File: src/rtl/video_meas_pkg.sv
// Shared types and constants for the video stream measurement block.
package video_meas_pkg;
    localparam int CNT_WIDTH_DEF   = 16;
    localparam int PIXEL_WIDTH_DEF = 8;

    // Sticky error vector layout
    localparam int ERR_BITS   = 5;
    localparam int ERR_W_LINE = 0;  // line width differs from first line of frame
    localparam int ERR_W_EXP  = 1;  // line width differs from expected width
    localparam int ERR_H      = 2;  // height differs from previous frame / expected
    localparam int ERR_ORDER  = 3;  // de seen while no frame is open
    localparam int ERR_SAT    = 4;  // a geometry/period counter hit all-ones

    typedef enum logic {
        IDLE  = 1'b0,
        FRAME = 1'b1
    } state_t;
endpackage

File: src/rtl/video_stream_meas_if.sv
// Pixel stream as emitted by the scaler blocks: data, valid, line/frame strobes
// and an out-of-band frame flush.
interface video_stream_meas_if #(
    parameter int PIXEL_WIDTH = 8
);
    logic [PIXEL_WIDTH-1:0] di_i;
    logic                   de_i;
    logic                   hs_i;
    logic                   vs_i;
    logic                   flush_i;

    modport master (output di_i, de_i, hs_i, vs_i, flush_i);
    modport slave  (input  di_i, de_i, hs_i, vs_i, flush_i);
endinterface

File: src/rtl/video_meas_line.sv
// Per-line measurement: pixel counter, line period counter, reference width of
// the frame and the width compares done when a line closes.
module video_meas_line
    import video_meas_pkg::*;
#(
    parameter int CNT_WIDTH = CNT_WIDTH_DEF
) (
    input  logic                 clk,
    input  logic                 rst_n,
    input  logic                 active,     // a frame is open
    input  logic                 de,
    input  logic                 start,      // frame opens from idle
    input  logic                 strobe,     // line start inside an open frame
    input  logic                 close,      // current line closes this cycle
    input  logic                 incl,       // close without new line: this cycle's pixel is part of it
    input  logic                 last,       // this close also ends the frame
    input  logic [CNT_WIDTH-1:0] exp_width,
    output logic                 close_nz,   // a non-empty line closes this cycle
    output logic [CNT_WIDTH-1:0] frame_w,    // frame width including the closing line
    output logic [CNT_WIDTH-1:0] line_period,
    output logic                 w_line_err,
    output logic                 w_exp_err,
    output logic                 sat_err
);
    localparam logic [CNT_WIDTH-1:0] CNT_MAX = '1;
    localparam logic [CNT_WIDTH-1:0] ONE     = CNT_WIDTH'(1);

    logic [CNT_WIDTH-1:0] pix_cnt, per_cnt, ref_w, closed_w;
    logic                 ref_vld, pix_sat, per_sat;

    // Close-time width and compares; saturation detects a blocked increment
    always_comb begin
        pix_sat    = active && de && !strobe && (pix_cnt == CNT_MAX);
        per_sat    = active && !strobe && (per_cnt == CNT_MAX);
        closed_w   = (incl && de && !pix_sat) ? pix_cnt + ONE : pix_cnt;
        close_nz   = close && (closed_w != '0);
        w_line_err = close_nz && ref_vld && (closed_w != ref_w);
        w_exp_err  = close_nz && (exp_width != '0) && (closed_w != exp_width);
        frame_w    = ref_vld ? ref_w : (close_nz ? closed_w : '0);
        sat_err    = pix_sat || per_sat;
    end

    // Pixel counter: a pixel coincident with a line start belongs to the new line
    always_ff @(posedge clk or negedge rst_n) begin
        if (!rst_n)                        pix_cnt <= '0;
        else if (start || strobe)          pix_cnt <= {{(CNT_WIDTH-1){1'b0}}, de};
        else if (incl)                     pix_cnt <= '0;
        else if (active && de && !pix_sat) pix_cnt <= pix_cnt + ONE;
    end

    // Line period: restart at 1 on each strobe, latch the reached value at the next
    always_ff @(posedge clk or negedge rst_n) begin
        if (!rst_n) begin
            per_cnt     <= '0;
            line_period <= '0;
        end else begin
            if (strobe) line_period <= per_cnt;
            if (start || strobe)        per_cnt <= ONE;
            else if (active && !per_sat) per_cnt <= per_cnt + ONE;
        end
    end

    // Reference width: first non-empty line of each frame
    always_ff @(posedge clk or negedge rst_n) begin
        if (!rst_n) begin
            ref_vld <= 1'b0;
            ref_w   <= '0;
        end else if (close && last) begin
            ref_vld <= 1'b0;
        end else if (close_nz && !ref_vld) begin
            ref_vld <= 1'b1;
            ref_w   <= closed_w;
        end
    end
endmodule

File: src/rtl/video_stream_meas.sv
// Receiver-side monitor for the scaler pixel stream: frame geometry, line
// period, frame count, per-frame checksum and sticky protocol errors.
module video_stream_meas
    import video_meas_pkg::*;
#(
    parameter int PIXEL_WIDTH = PIXEL_WIDTH_DEF,
    parameter int CNT_WIDTH   = CNT_WIDTH_DEF
) (
    input  logic                 clk,
    input  logic                 rst_n,
    video_stream_meas_if.slave   vid,
    input  logic [CNT_WIDTH-1:0] exp_width,
    input  logic [CNT_WIDTH-1:0] exp_height,
    input  logic                 clr_err,
    output logic [CNT_WIDTH-1:0] meas_width,
    output logic [CNT_WIDTH-1:0] meas_height,
    output logic [CNT_WIDTH-1:0] meas_line_period,
    output logic [CNT_WIDTH-1:0] frame_cnt,
    output logic [31:0]          chksum,
    output logic                 frame_done,
    output logic [ERR_BITS-1:0]  err
);
    localparam logic [CNT_WIDTH-1:0] CNT_MAX = '1;
    localparam logic [CNT_WIDTH-1:0] ONE     = CNT_WIDTH'(1);

    state_t                state;
    logic [PIXEL_WIDTH-1:0] di;
    logic [31:0]           pix_add, sum, sum_close;
    logic [CNT_WIDTH-1:0]  line_cnt, h_close, frame_w;
    logic                  in_frame, start, strobe, fclose, close, incl;
    logic                  close_nz, line_sat, h_err, have_prev;
    logic                  w_line_err, w_exp_err, sat_err;
    logic [ERR_BITS-1:0]   new_err;

    assign di = vid.di_i;

    // Strobe decode; vs wins over flush, frame close always closes the line first
    always_comb begin
        in_frame  = (state == FRAME);
        start     = !in_frame && vid.vs_i;
        strobe    = in_frame && (vid.hs_i || vid.vs_i);
        fclose    = in_frame && (vid.vs_i || vid.flush_i);
        close     = strobe || fclose;
        incl      = fclose && !strobe;
        pix_add   = vid.de_i ? {{(32-PIXEL_WIDTH){1'b0}}, di} : 32'd0;
        line_sat  = close_nz && (line_cnt == CNT_MAX);
        h_close   = (close_nz && !line_sat) ? line_cnt + ONE : line_cnt;
        sum_close = incl ? sum + pix_add : sum;
        h_err     = fclose && ((have_prev && (h_close != meas_height)) ||
                               ((exp_height != '0) && (h_close != exp_height)));
        new_err             = '0;
        new_err[ERR_W_LINE] = w_line_err;
        new_err[ERR_W_EXP]  = w_exp_err;
        new_err[ERR_H]      = h_err;
        new_err[ERR_ORDER]  = !in_frame && vid.de_i && !vid.vs_i;
        new_err[ERR_SAT]    = sat_err || line_sat;
    end

    video_meas_line #(.CNT_WIDTH(CNT_WIDTH)) u_line (
        .clk         (clk),
        .rst_n       (rst_n),
        .active      (in_frame),
        .de          (vid.de_i),
        .start       (start),
        .strobe      (strobe),
        .close       (close),
        .incl        (incl),
        .last        (fclose),
        .exp_width   (exp_width),
        .close_nz    (close_nz),
        .frame_w     (frame_w),
        .line_period (meas_line_period),
        .w_line_err  (w_line_err),
        .w_exp_err   (w_exp_err),
        .sat_err     (sat_err)
    );

    // Frame FSM with line count and running checksum; vs reopens in the same cycle
    always_ff @(posedge clk or negedge rst_n) begin
        if (!rst_n) begin
            state    <= IDLE;
            line_cnt <= '0;
            sum      <= '0;
        end else begin
            case (state)
                IDLE: if (vid.vs_i) begin
                    state    <= FRAME;
                    line_cnt <= '0;
                    sum      <= pix_add;
                end
                FRAME: if (fclose) begin
                    line_cnt <= '0;
                    sum      <= vid.vs_i ? pix_add : 32'd0;
                    if (!vid.vs_i) state <= IDLE;
                end else begin
                    if (close_nz && !line_sat) line_cnt <= line_cnt + ONE;
                    sum <= sum + pix_add;
                end
                default: state <= IDLE;
            endcase
        end
    end

    // Publish registers, updated on the edge that samples the frame close
    always_ff @(posedge clk or negedge rst_n) begin
        if (!rst_n) begin
            meas_width  <= '0;
            meas_height <= '0;
            frame_cnt   <= '0;
            chksum      <= '0;
            frame_done  <= 1'b0;
            have_prev   <= 1'b0;
        end else begin
            frame_done <= fclose;
            if (fclose) begin
                meas_width  <= frame_w;
                meas_height <= h_close;
                chksum      <= sum_close;
                frame_cnt   <= frame_cnt + ONE;
                have_prev   <= 1'b1;
            end
        end
    end

    // Sticky errors; a new error in the clear cycle survives
    always_ff @(posedge clk or negedge rst_n) begin
        if (!rst_n) err <= '0;
        else        err <= (clr_err ? '0 : err) | new_err;
    end
endmodule
File: src/flat_wrapper.sv
// flat-port wrapper written by rule: the top's interface ports become plain ports
module video_stream_meas_flat import video_meas_pkg::*;
#(
    parameter int PIXEL_WIDTH = PIXEL_WIDTH_DEF,
    parameter int CNT_WIDTH   = CNT_WIDTH_DEF
)
  (clk, rst_n, exp_width, exp_height, clr_err, meas_width, meas_height, meas_line_period, frame_cnt, chksum, frame_done, err, vid_di_i, vid_de_i, vid_hs_i, vid_vs_i, vid_flush_i);
  video_stream_meas_if #(.PIXEL_WIDTH(PIXEL_WIDTH)) vid_i ();
  input  logic clk;
  input  logic rst_n;
  input  logic [CNT_WIDTH-1:0] exp_width;
  input  logic [CNT_WIDTH-1:0] exp_height;
  input  logic clr_err;
  output logic [CNT_WIDTH-1:0] meas_width;
  output logic [CNT_WIDTH-1:0] meas_height;
  output logic [CNT_WIDTH-1:0] meas_line_period;
  output logic [CNT_WIDTH-1:0] frame_cnt;
  output logic [31:0] chksum;
  output logic frame_done;
  output logic [ERR_BITS-1:0] err;
  input wire logic [$bits(vid_i.di_i)-1:0] vid_di_i;
  input wire logic [$bits(vid_i.de_i)-1:0] vid_de_i;
  input wire logic [$bits(vid_i.hs_i)-1:0] vid_hs_i;
  input wire logic [$bits(vid_i.vs_i)-1:0] vid_vs_i;
  input wire logic [$bits(vid_i.flush_i)-1:0] vid_flush_i;
  assign vid_i.di_i = vid_di_i;
  assign vid_i.de_i = vid_de_i;
  assign vid_i.hs_i = vid_hs_i;
  assign vid_i.vs_i = vid_vs_i;
  assign vid_i.flush_i = vid_flush_i;
  video_stream_meas #(.PIXEL_WIDTH(PIXEL_WIDTH), .CNT_WIDTH(CNT_WIDTH)) u_core (.clk(clk), .rst_n(rst_n), .vid(vid_i), .exp_width(exp_width), .exp_height(exp_height), .clr_err(clr_err), .meas_width(meas_width), .meas_height(meas_height), .meas_line_period(meas_line_period), .frame_cnt(frame_cnt), .chksum(chksum), .frame_done(frame_done), .err(err));
endmodule
File: config.mk
export PLATFORM = sky130hd
export DESIGN_NAME = video_stream_meas_flat
export DESIGN_NICKNAME = d
export VERILOG_FILES = /design/src/rtl/video_meas_pkg.sv /design/src/rtl/video_stream_meas_if.sv /design/src/rtl/video_meas_line.sv /design/src/rtl/video_stream_meas.sv /design/src/flat_wrapper.sv
export SDC_FILE = /design/constraint.sdc
export NUM_CORES = 1
export LEC_CHECK = 0
export BUFFER_PORTS_ARGS = -buffer_cell sky130_fd_sc_hd__buf_2
export CORE_ASPECT_RATIO = 1.2
export CORE_MARGIN = 2
export CORE_UTILIZATION = 35
export DETAILED_ROUTE_END_ITERATION = 12
export PLACE_DENSITY = 0.56
export REMOVE_ABC_BUFFERS = 1
export SKIP_CTS_REPAIR_TIMING = 1
export SLEW_MARGIN = 20
export SYNTH_ARGS = -nofsm -noshare
export SYNTH_HDL_FRONTEND = slang
export SYNTH_SLANG_ARGS = --single-unit
export TNS_END_PERCENT = 20
File: constraint.sdc
create_clock -name clk -period 9.65 [get_ports clk]
set_clock_uncertainty 0.15 [all_clocks]
set_input_delay 0.4825 -clock clk [delete_from_list [all_inputs] [get_ports clk]]
set_output_delay 0.4825 -clock clk [all_outputs]
set_load 0.02 [all_outputs]
Word-level counts from Yosys, hierarchy flattened. Cells that the tools add are included.

Logic and storage cells: 103. Register bits: 201. Output and inout bits: 102.

Mux-type cells: 24. Equality and inequality tests: 8. Reductions and logical operators: 48. Bitwise logic cells: 3. $add $sub $neg: 5.

Operator list (number): $mux W16 (11); $mux W32 (4); $add A16 B1 Y16 const B (4); $ne A16 B16 Y1 (4); $pmux W32 S2 (1); $eq A16 B16 Y1 const B (3); $reduce_bool A16 Y1 (3); $add A32 B32 Y32 (1); $pmux W16 S2 (1); $logic_and A1 B1 Y1 (27); $mux W8 (1); $logic_not A1 Y1 (7); $logic_or A1 B1 Y1 (7); $mux W5 (1); $or A5 B5 Y5 (1); $mux W1 (4); $reduce_bool A2 Y1 (2); $reduce_bool A3 Y1 (1); $ne A2 B2 Y1 const B (1); $not A1 Y1 (2); $pmux W1 S2 (1); $reduce_and A2 Y1 (1).

Logic depth before layout (Yosys ltp). Gate-level depths: netlist of the first run.

Depth in word-level cells: 19. Mapped depth: 17.

By module. Synthesis of the first run repeated with hierarchy kept, for this count alone.

Cells, all modules: 1496. Area, all modules: 12893.6 um^2.

Modules (own cells, without submodules): video_stream_meas (sequential area each 3403.3 um^2, area each 7937.6 um^2, times used 1, cells an instance 936); video_meas_line (sequential area each 1626.6 um^2, area each 4956.0 um^2, times used 1, cells an instance 560).

Least setup slack after synthesis of the first run. OpenSTA, ideal clock, no wires.

Path kind: input port to flip-flop. Start point: input port vid_de_i. End point: register u_core.chksum[26]. Slack: 5513 ps. Arrival time: 3904 ps. Stages on the path: 17. Setup time: 83 ps. Path buffers: 2. Path through: clkbuf_1 > and2_1 > ha_1 > inv_1 > fa_1 > nor2b_1 > o21ai_0 > a21boi_0 > o21ai_0 > a21boi_0 > o21ai_0 > a2111oi_0 > and3_1 > clkbuf_1 > nand3_1 > xor2_1 > o21ai_0.

Longest elaborated chain between the ends: 3.

Ends and longest elaborated chain: from (decl) (RTL line flat_wrapper.sv:22) `input wire logic [$bits(vid_i.de_i)-1:0] vid_de_i;`; $mux W8 (RTL line video_stream_meas.sv:45) `pix_add = vid.de_i ? {{(32-PIXEL_WIDTH){1'b0}}, di} : 32'd0;`; $add A32 B32 Y32 (RTL line video_stream_meas.sv:48) `sum_close = incl ? sum + pix_add : sum;`; $mux W32 (RTL line video_stream_meas.sv:48); to (signal assigned) (RTL line video_stream_meas.sv:118) `chksum <= sum_close;`; to (decl) (RTL line video_stream_meas.sv:19) `output logic [31:0] chksum,`.

No other way between the ends. A chain may end at the register's enable or synchronous reset.

Worst setup path in the final report of the first run.
Start point: register u_core.u_line.pix_cnt[0]. End point: register u_core.err[2].

Longest elaborated chain between the ends: 16. Elaborated cells between the ends (all ways): 19.

Ends and longest elaborated chain: from (decl) (RTL line video_meas_line.sv:28) `logic [CNT_WIDTH-1:0] pix_cnt, per_cnt, ref_w, closed_w;`; from (signal assigned) (RTL line video_meas_line.sv:46) `else if (start || strobe) pix_cnt <= {{(CNT_WIDTH-1){1'b0}}, de};`; from (signal assigned) (RTL line video_meas_line.sv:48) `else if (active && de && !pix_sat) pix_cnt <= pix_cnt + ONE;`; parallel branches: the longest is 4 deep, another holds $add A16 B1 Y16; $mux W16 * (RTL line video_meas_line.sv:35) `closed_w = (incl && de && !pix_sat) ? pix_cnt + ONE : pix_cnt;`; $reduce_bool A16 Y1 * (RTL line video_meas_line.sv:36) `close_nz = close && (closed_w != '0);`; $logic_and A1 B1 Y1 * (RTL line video_meas_line.sv:36); $logic_and A1 B1 Y1 (RTL line video_stream_meas.sv:46) `line_sat = close_nz && (line_cnt == CNT_MAX);`; $logic_not A1 Y1 (RTL line video_stream_meas.sv:47) `h_close = (close_nz && !line_sat) ? line_cnt + ONE : line_cnt;`; $logic_and A1 B1 Y1 * (RTL line video_stream_meas.sv:47); $mux W16 *; $ne A16 B16 Y1 (on tied branches) (RTL line video_stream_meas.sv:49, video_stream_meas.sv:50); $logic_and A1 B1 Y1 (on tied branches) (RTL line video_stream_meas.sv:49, video_stream_meas.sv:50); $logic_or A1 B1 Y1 * (RTL line video_stream_meas.sv:49) `h_err = fclose && ((have_prev && (h_close != meas_height)) ||`; $logic_and A1 B1 Y1 * (RTL line video_stream_meas.sv:49); $or A5 B5 Y5 * (RTL line video_stream_meas.sv:128) `else err <= (clr_err ? '0 : err) | new_err;`; to (signal assigned) (RTL line video_stream_meas.sv:128); to (decl) (RTL line video_stream_meas.sv:21) `output logic [ERR_BITS-1:0] err`.

Mark *: on every way between the ends.

==> metrics, run 1 <==
Syn-to-layout area delta 14.81%; # Max-Cap Violations 0; pin count of the biggest net entering global routing between 100 and 150; GRT Resource Usage Total 19.28%; post-DP HPWL approximately 24000 µm; FILL cells roughly 3500; Cells after Synth 1382; final WL roughly 34000 µm; compound-gate portion of the synthesized area roughly 16%; Main synth FF type dfrtp_1; post-route ant nets 0; fin crit share 54.70%; Overflow after GRT 0; register area share after synthesis 42.34%; final max-slew violation count 0; static leakage around 6 nW; worst-path fanout max 22; DR WL met2 16300 µm; clock power share a little over two fifths; Critical Path Start Type flip-flop; Internal 1.512 mW; post-synthesis adder-cell area fraction under 10%; Reg power frac 43.8%; DRT Pass-1 Iters 8; initial antenna violation count 0; WP data arrival roughly 5.5 ns; WS Path Type reg2reg; fin crit period around 5.3 ns; WL met1 approximately 16000 µm; Post-Synth Simple-Gate Area between 20% and 30%; syn_area_per_cell 8.596 µm²; Longest Clk Path Bufs 3; data required time of the worst path just under 10 ns; VDD IR max about 0.000095 V; largest family of logic cells by synthesized area simple AND/OR/NAND/NOR gates; XOR/XNOR share of the synthesized area around 11%; Die Width 172.2 µm; async set-or-reset flop fraction in the synthesized netlist 100.0%; # clock sinks ~200; H-Tree Depth 1; layout cells sized above 1 between 10% and 20%; Root Buffer clkbuf_16; Switch Pwr ~0.6 mW; Comb power frac between 10 and 15%; Fmax between 150 and 200 MHz; DR top layer met4; vias in the first global route 9831; row count 73; Die H a little over 200 µm; Final #Nets approximately 1500; RSZ-0062 raised after global routing no; clk_lat worst skew between 0.5 and 0.6 ns; worst hold-check path type in2reg; Avg Vias per Cell between 5 and 6; worst hold slack roughly 0.18 ns; clk slew on worst S/H paths 0.06 ns; wire length on met3 1753 µm; DR iter-0 viols ~700; Die ar. 0.03544 mm²; IO buf count 148; first-pass GRT wire length about 55000 µm; Setup-failing EPs final 0; Post-route DRC 0; Core Util, Final 41.02%; Power Dens Cells 155.1 mW/mm²; pin slew with the least headroom to its limit between 1 and 1.5 ns; CTS tree done; Slew HR a little over a quarter; EDFF count, synth 0; crit path capture type flip-flop; Mapped Area roughly 0.012 mm²; GP Congestion between 0.9 and 1; Seq cells post-synth around 200; Num CTS Buffers 24; synthesis warning total 0; Synth cell types between 70 and 80; switching share of power between 20 and 30%; core area roughly 0.033 mm²; vias 10350; io pins approximately 150; mux cell area share after synthesis ~2.3%; Final Hold Viols 0; per-cell routed wire length 17.69 µm; status finished, final reports clean; Starting Density between 30% and 40%
## registers in the layout, summed over array words and instances, names as in the netlist
| signal | count |
|---|---|
| u_core.u_line.line_period | 16 |
| u_core.in_frame | 1 |
| u_core.have_prev | 1 |
| u_core.u_line.ref_vld | 1 |
| u_core.u_line.pix_cnt | 16 |
| u_core.chksum | 32 |
| u_core.err | 5 |
| u_core.meas_height | 16 |
| u_core.meas_width | 16 |
| u_core.u_line.per_cnt | 16 |
| u_core.frame_cnt | 16 |
| u_core.frame_done | 1 |
| u_core.u_line.ref_w | 16 |
| u_core.line_cnt | 16 |
| u_core.sum | 32 |
## through the flow
stage / area, µm² / TNS (ns) / power (mW) / instances / worst slack, ns
4_1_cts: 13610 / 0 / 2.145 / 1932 / 4.353
2_1_floorplan: 11440 / -0.8076 / 1.115 / 1283 / -0.8076
3_5_place_dp: 12850 / 0 / 1.243 / 1892 / 4.321
5_1_grt: 13640 / 0 / 2.216 / 1934 / 4.056
3_3_place_gp: 12850 / 0 / 1.238 / 1892 / 4.471
6_report: 13640 / 0 / 2.115 / 1935 / 4.372
## worst max-delay path, cell delays in order, from the launching register on
cell and delay [ns]:
dfrtp_1 0.47, ha_1 0.33, nand3_1 0.25, or4_1 0.78, nand3_2 0.19, nor2_1 0.07, o2111ai_2 0.22, o21a_1 0.85
nand2_1 0.38, o41ai_1 0.42, o211ai_1 0.13, or4_1 0.43, nor4_1 0.30, o22ai_1 0.13
## area by class of cell
cell class,instances,area [µm²],share of cell area [%]
tap,450,563.0,4.128
sequential,201,5031,36.89
antenna,1,2.502,0.01835
clock buffer,36,706.9,5.183
timing repair buffer,161,862.1,6.321
inverter,25,93.84,0.6880
clock inverter,4,47.55,0.3486
multi-input combinational,1057,6332,46.43
## power groups by stage
| stage | Clock [mW] | Combinational [mW] | Sequential (mW) |
|---|---|---|---|
| final | 0.888 | 0.300 | 0.927 |
| after floorplan | 0 | 0.145 | 0.970 |
| after detailed placement | 0 | 0.302 | 0.941 |
| after global routing | 0.950 | 0.334 | 0.932 |
| after global placement | 0 | 0.298 | 0.940 |
| after CTS | 0.915 | 0.303 | 0.926 |
## cells by family after synthesis
logic type	count (synthesis)
AOI/OAI and AO/OA	310
buffers and inverters	124
and+or+nand+nor	562
DFF	201
xor gates and xnor gates	147
adders and majority gates	13
muxes	25
## placed cells by master, fill, tap and decap left out, types with 8 or more instances in the layout
cell	count
a21oi_1	45
a221oi_1	11
a31oi_1	23
and2_1	16
and3_1	22
buf_2	147
buf_4	11
clkbuf_16	25
dfrtp_1	200
ha_1	12
inv_1	25
mux2_2	17
mux2i_1	8
nand2_1	204
nand2b_1	11
nand3_1	46
nand4_1	28
nor2_1	127
nor2b_1	13
nor3_1	19
nor4_1	25
o21ai_0	156
o31ai_1	18
or3_1	8
xnor2_1	73
xor2_1	73
## synthesized netlist by cell type (4+ instances only)
cell,count,share of area (%)
buf_1,5,0.16
or2_2,6,0.32
xor2_1,73,5.4
nor2b_1,14,0.74
and4_1,5,0.37
or4_1,7,0.44
inv_1,25,0.79
nor3_1,19,0.80
o21ai_0,157,6.6
nand2_1,204,6.4
o211ai_1,5,0.32
and3_1,22,1.2
o22ai_1,4,0.21
nand2b_1,11,0.58
xnor2_1,73,5.4
and2_1,16,0.84
nor2_1,127,4.0
o41ai_1,4,0.29
buf_2,8,0.34
mux2_2,17,1.6
a21oi_1,45,1.9
nor4_1,25,1.3
or3_1,8,0.42
a221oi_1,11,0.81
nand3_1,46,1.9
mux2i_1,8,0.67
ha_1,12,1.3
clkbuf_1,74,2.3
o31ai_1,18,1.1
a31oi_1,23,1.2
dfrtp_1,201,42
nand4_1,28,1.5
buf_4,9,0.57
## routing by layer
layer | GRT usage (%) | vias to the layer above
li1 | - | 4994
met1 | 26.58 | 5012
met2 | 32.47 | 295
met3 | 2.308 | 52
met4 | 4.202 | 0
met5 | 0 | -
## worst paths after layout
path	startpoint	end	slack [ns]	cells past startpoint
min	vid_di_i[3]	u_core.sum[3]	0.18	4
max reg2reg	u_core.u_line.pix_cnt[0]	u_core.err[2]	4.37	13
max	u_core.u_line.pix_cnt[0]	u_core.err[2]	4.37	13
max in group asynchronous	rst_n	u_core.chksum[17]	7.75	4
min reg2reg	u_core.frame_cnt[15]	u_core.frame_cnt[15]	0.31	1
min in group asynchronous	rst_n	u_core.u_line.ref_w[13]	0.37	2
Note: power is estimated with default switching activity, not from simulation.
==> run 2, diff against run 1 <==
--- a/config.mk
+++ b/config.mk
@@ -5,6 +5,7 @@
 export SDC_FILE = /design/constraint.sdc
 export NUM_CORES = 1
 export LEC_CHECK = 0
+export ABC_AREA = 1
 export BUFFER_PORTS_ARGS = -buffer_cell sky130_fd_sc_hd__buf_2
 export CORE_ASPECT_RATIO = 1.2
 export CORE_MARGIN = 2
==> constraint.sdc (replaced) <==
create_clock -name clk -period 5 [get_ports clk]
set_clock_uncertainty 0.15 [all_clocks]
set_input_delay 0.25 -clock clk [delete_from_list [all_inputs] [get_ports clk]]
set_output_delay 0.25 -clock clk [all_outputs]
set_load 0.02 [all_outputs]
==> metrics, run 2 <==
crit-path max cell delay 0.52 ns; Seq cells post-synth 201; Avg Vias per Cell roughly 5; worst-path fanout max 5; WS Path Type in2reg; per-cell routed wire length between 15 and 20 µm; FILL cells roughly 3400; Synth cell types 46; top flop regs u_core.chksum (32), u_core.sum (32); synthesis warning total 0; Die Width about 170 µm; DR iter-0 viols 654; Synth area leaders dfrtp_1 43%, nand2_1 14%, inv_1 5.6%; register area share after synthesis between 40% and 50%; switching share of power around a third; post-DP HPWL 23470 µm; final max-slew violation count 0; fin crit period 3.862 ns; Power Dens Cells between 300 and 400 mW/mm²; met1 usage between 20% and 30%; Root Buffer clkbuf_16; vias in the first global route about 10000; worst hold slack between 0.015 and 0.02 ns; final instance area approximately 0.014 mm²; crit path capture type flip-flop; gr busiest metal met2; async set-or-reset flop fraction in the synthesized netlist 100.0%; Num CTS Buffers 25; Cells after Synth ~1500; Die ar. approximately 0.035 mm²; fin crit share 77.23%; most frequent cells in the layout 434 x nand2_1, 201 x dfrtp_1, 173 x inv_1; Main synth FF type dfrtp_1; post-route ant nets 0; Core Util, Final about two fifths; data required time of the worst path around 5.3 ns; core area between 0.03 and 0.04 mm²; Total Power roughly 5.2 mW; Slew HR 31.85%; vias 10600; CTS tree done; Critical Path, Cell by Cell dlygate4sd3_1 > buf_2 > nand2_1 > inv_1 > ha_1 > nand3_1 > nand2_1 > a21oi_1 > o21ai_0 > nand2_1 > a21oi_1 > nand4_1 > nor3_1 > nand3_1 > nor2_1 > nand2_1 > xor2_1 > nor2_1 > o21ai_0; Mapped Area around 0.012 mm²; Critical Path Start Type primary input; top post-synthesis cells by count 434 x nand2_1, 201 x dfrtp_1, 174 x inv_1; layout cells sized above 1 between 10% and 20%; pin slew with the least headroom to its limit between 1 and 1.5 ns; H-Tree Depth 1; FF/Latch Area between 0.005 and 0.006 mm²; Switch Pwr 1.715 mW; Starting Density between 30% and 40%; Critical-path top delay cell dlygate4sd3_1; syn_area_per_cell between 7 and 8 µm²; Comb power frac a little under a quarter; # Max-Cap Violations 0; Setup-failing EPs final 0; met3 usage 2.678%; final WL 33660 µm; Final #Nets around 1700; Post-route DRC 0; WP data arrival between 4 and 5 ns; Multi-input gate area between 0.005 and 0.006 mm²; status finished, final reports clean; area share of the largest cell type after synthesis a little over two fifths; Longest Clk Path Bufs 3; clk_lat worst skew approximately 0.54 ns; EDFF count, synth 0; cell mode on critical path nand2_1; Internal around 3.5 mW; # clock sinks between 200 and 250; row count 73; worst hold-check path type in2reg; GP Congestion 0.9172; io pins between 100 and 150; Post-DP Area 0.01272 mm²; pin count of the biggest net entering global routing 103; Reg power frac a little under two fifths; first-pass GRT wire length between 50000 and 60000 µm; static leakage 6.748 nW; clock power share between 30% and 40%; GRT Resource Usage Total about a fifth; Place WS 0.9295 ns; Final Hold Viols 0; Syn-to-layout area delta 18.70%; Overflow after GRT 0; VDD IR max between 0.0002 and 0.00025 V; Worst Slack Setup Final 1.138 ns; Synth area leader dfrtp_1; RSZ-0062 raised after global routing no; met2 Track Usage GR 32.74%; Die H 203.4 µm; top-count cell post-synth nand2_1; clk slew on worst S/H paths approximately 0.06 ns; Fmax 259.0 MHz; DRT Pass-1 Iters 5; commonest non-fill, non-tap cell in the layout nand2_1; IO buf count around 150; initial antenna violation count 0; antenna cells 0
==> run 2: changes by cell type in the layout (fill, tap and decap cells not counted), moves of 22 or more <==
cell / change
o21ai_0: -69
a31oi_1: -23
a21oi_1: +30
inv_1: +148
o22ai_1: +50
nand3_1: +22
nand2_1: +230
nor2_1: -30
xnor2_1: -57
nand2_2: +30
and3_1: -22
==> run 2: stage by stage <==
step | cells | setup TNS (ns)
finish | 2093 | 0
global route | 2093 | 0
detailed placement | 2037 | 0
global placement | 2037 | 0
floorplan | 1466 | -73.98
CTS | 2082 | 0
==> run 2: cell type report <==
cell class                 instances  area share [%]
clock buffer                      34           5.372
clock inverter                    11           1.382
inverter                         179           4.881
multi-input combinational       1086           41.14
sequential                       201           36.54
tap                              412           3.745
timing repair buffer             170           6.936
==> run 2: per-layer routing <==
layer | up-vias | wire length [µm]
li1 | 5275 | -
met1 | 5019 | 15220
met2 | 251 | 15990
met3 | 58 | 1445
met4 | 0 | 1006
met5 | - | 0
==> run 2: cells by family after synthesis <==
logic type	Yosys count	synth area share [%]
simple gates	746	29.11
compound gates	245	11.92
xor+xnor	80	6.042
buf+inv	231	7.887
mux	2	0.1942
fa+ha+maj	13	1.467
flops	201	43.38
==> run 2: worst paths after layout <==
check	start	endpoint	slack, ns	cells past startpoint
min in group asynchronous	rst_n	u_core.meas_height[12]	0.18	2
worst max-delay path	vid_di_i[2]	u_core.chksum[31]	1.14	19
max in group asynchronous	rst_n	u_core.have_prev	3.42	3
worst min-delay path	vid_di_i[1]	u_core.sum[1]	0.02	5
worst min register to register	u_core.frame_cnt[15]	u_core.frame_cnt[15]	0.32	1
worst max register to register	u_core.u_line.pix_cnt[0]	u_core.u_line.ref_w[4]	1.19	21
==> run 2: worst max-delay path: cells and delay by family <==
kind / cells / cell delay, ns
fa+ha+maj: 1 / 0.34
compound gates: 4 / 0.85
buf+inv: 3 / 0.68
simple gates: 10 / 1.78
xor+xnor: 1 / 0.25
==> run 2: power groups by stage <==
stage	combinational [mW]	sequential (mW)	clock, mW
floorplan	0.632	2.12	0
global placement	1.19	1.99	0
detailed placement	1.20	1.99	0
CTS	1.21	1.96	2.10
global route	1.34	1.99	2.16
finish	1.20	1.96	2.04
==> run 3, diff against run 2 <==
--- a/config.mk
+++ b/config.mk
@@ -5,13 +5,13 @@
 export SDC_FILE = /design/constraint.sdc
 export NUM_CORES = 1
 export LEC_CHECK = 0
-export ABC_AREA = 1
+export ABC_AREA = 0
 export BUFFER_PORTS_ARGS = -buffer_cell sky130_fd_sc_hd__buf_2
 export CORE_ASPECT_RATIO = 1.2
 export CORE_MARGIN = 2
 export CORE_UTILIZATION = 35
 export DETAILED_ROUTE_END_ITERATION = 12
-export PLACE_DENSITY = 0.56
+export PLACE_DENSITY = 0.58
 export REMOVE_ABC_BUFFERS = 1
 export SKIP_CTS_REPAIR_TIMING = 1
 export SLEW_MARGIN = 20
==> constraint.sdc (replaced) <==
create_clock -name clk -period 3.54 [get_ports clk]
set_clock_uncertainty 0.15 [all_clocks]
set_input_delay 0.177 -clock clk [delete_from_list [all_inputs] [get_ports clk]]
set_output_delay 0.177 -clock clk [all_outputs]
set_load 0.02 [all_outputs]
==> metrics, run 3 (same netlist as run 1, synthesis figures left out) <==
row count 73; io pins about 150; vias in the first global route around 11000; # Max-Cap Violations 0; Root Buffer clkbuf_16; status finished, violations left; post-DP HPWL roughly 26000 µm; Core Util, Final approximately 46%; reg2reg end u_core.err[2]; Num CTS Buffers 24; Syn-to-layout area delta 29.45%; WS Path Type reg2reg; GRT Resource Usage Total 20.18%; IO buf count roughly 150; per-cell routed wire length approximately 17 µm; Critical Path Start Type flip-flop; Internal roughly 4.3 mW; Switch Pwr 1.697 mW; worst-path fanout max 5; Reg power frac between 40% and 50%; DR iter-0 viols between 600 and 700; Overflow after GRT 0; crit path capture type flip-flop; fin crit period 3.942 ns; top flop regs u_core.chksum (32), u_core.sum (32); clock power share a little over two fifths; most frequent cells in the layout 204 x nand2_1, 201 x dfrtp_1, 161 x buf_4; Hold Path Sink u_core.err[2]; final max-slew violation count 0; VDD IR max ~0.00035 V; Longest Clk Path Bufs 3; final WL 36210 µm; HP Start exp_height[10]; WP data arrival roughly 4.2 ns; Total Power between 5 and 6 mW; setup slack, reg-to-reg -0.40 ns; static leakage 6.858 nW; H-Tree Depth 1; RSZ-0062 raised after global routing yes; fin crit share 111.4%; FF-to-FF path depth 14; vias 10940; worst hold-check path type in2reg; Worst Slack Setup Final -0.4019 ns; Fmax about 250 MHz; clk slew on worst S/H paths about 0.06 ns; Avg Vias per Cell approximately 5.2; post-route ant nets 0; antenna cells 0; Die ar. 0.03544 mm²; FILL cells 3302; data required time of the worst path roughly 3.8 ns; pin count of the biggest net entering global routing 80; switching share of power between 20% and 30%; Worst R2R Start u_core.u_line.pix_cnt[1]; pin slew with the least headroom to its limit between 1 and 1.5 ns; Die Width 172.2 µm; first-pass GRT wire length approximately 57000 µm; Setup-failing EPs final 1; DRT Pass-1 Iters 5; Final Hold Viols 1; Comb power frac roughly 16%; Slew HR between 20 and 30%; worst hold slack -0.01126 ns; Power Dens Cells a little under 400 mW/mm²; core area between 0.03 and 0.04 mm²; GP Congestion about 0.87; Post-route DRC 0; # clock sinks approximately 200; CTS tree done; commonest non-fill, non-tap cell in the layout nand2_1; failing checks hold timing, setup timing; Final #Nets ~1700; Die H 205.8 µm; clk_lat worst skew between 0.5 and 0.6 ns; initial antenna violation count 1; Min-Delay Path Depth 5; Starting Density between 30% and 40%; layout cells sized above 1 26.43%
-- run 3: cell types whose count changed in the layout (fill, tap and decap cells not counted), sizes merged, moves of 30 or more --
cell,delta
xnor2,+57
o22ai,-50
nand2,-263
a21oi,-30
o21ai,+70
inv,-154
buf,+161
-- run 3: how the worst max path moves through the flow --
| stage | slack [ns] | to | cells past startpoint | startpoint |
|---|---|---|---|---|
| floorplan | -6.61 | u_core.err[2] | 13 | vid_flush_i |
| global placement | -0.47 | u_core.err[2] | 14 | u_core.u_line.pix_cnt[0] |
| detailed placement | -0.55 | u_core.err[2] | 14 | u_core.u_line.pix_cnt[1] |
| CTS | -0.55 | u_core.err[2] | 14 | u_core.u_line.pix_cnt[1] |
| global route | -0.55 | u_core.err[2] | 14 | u_core.u_line.pix_cnt[3] |
| finish | -0.40 | u_core.err[2] | 14 | u_core.u_line.pix_cnt[1] |
-- run 3: routing by layer --
| metal | share of wire (%) | GRT usage, % | up-vias |
|---|---|---|---|
| li1 | - | - | 5334 |
| met1 | 45 | 26.64 | 5277 |
| met2 | 49 | 34.91 | 259 |
| met3 | 4.5 | 2.712 | 65 |
| met4 | 2.3 | 4.892 | 0 |
| met5 | 0 | 0 | - |
-- run 3: power groups by stage --
stage	Clock (mW)	Combinational, mW	Sequential, mW
after floorplan	0	0.395	2.64
after global placement	0	0.911	2.55
after detailed placement	0	0.924	2.55
after CTS	2.58	0.928	2.51
after global routing	2.67	1.06	2.53
final	2.51	0.965	2.51
-- run 3: worst max-delay path, stage by stage (launching register included) --
cell and delay [ns]:
dfrtp_1 0.40, ha_4 0.17, nand3_4 0.10, or4_4 0.61, nand2_8 0.10, a211oi_2 0.07, a2111o_1 0.52, o21a_4 0.30
buf_6 0.13, nand3_4 0.08, xor2_1 0.14, a31oi_1 0.10, or4_1 0.56, nor4_2 0.28, o22ai_1 0.11
-- run 3: area by class of cell --
class                   count  area (µm²)  share of cell area [%]
flip-flops and latches    201        5030                   32.71
clock inverters             5       56.30                  0.3661
multi-input cells        1057        6663                   43.32
clock buffers              37       740.7                   4.817
repair buffers            332        2232                   14.51
well taps                 450       563.0                   3.661
inverters                  25       93.84                  0.6102
-- run 3: through the flow --
step	instance area [µm²]	setup WS, ns	TNS (ns)	hold slack [ns]	instances
final	15380	-0.4019	-0.4019	-0.01126	2107
after global routing	15380	-0.5510	-0.5510	-0.01367	2107
after CTS	14820	-0.5526	-2.658	-0.4212	2085
after detailed placement	14020	-0.5535	-5.821	0.1368	2043
after global placement	14020	-0.4707	-5.032	0.1290	2043
after floorplan	11440	-6.612	-558.27	-0.2686	1283
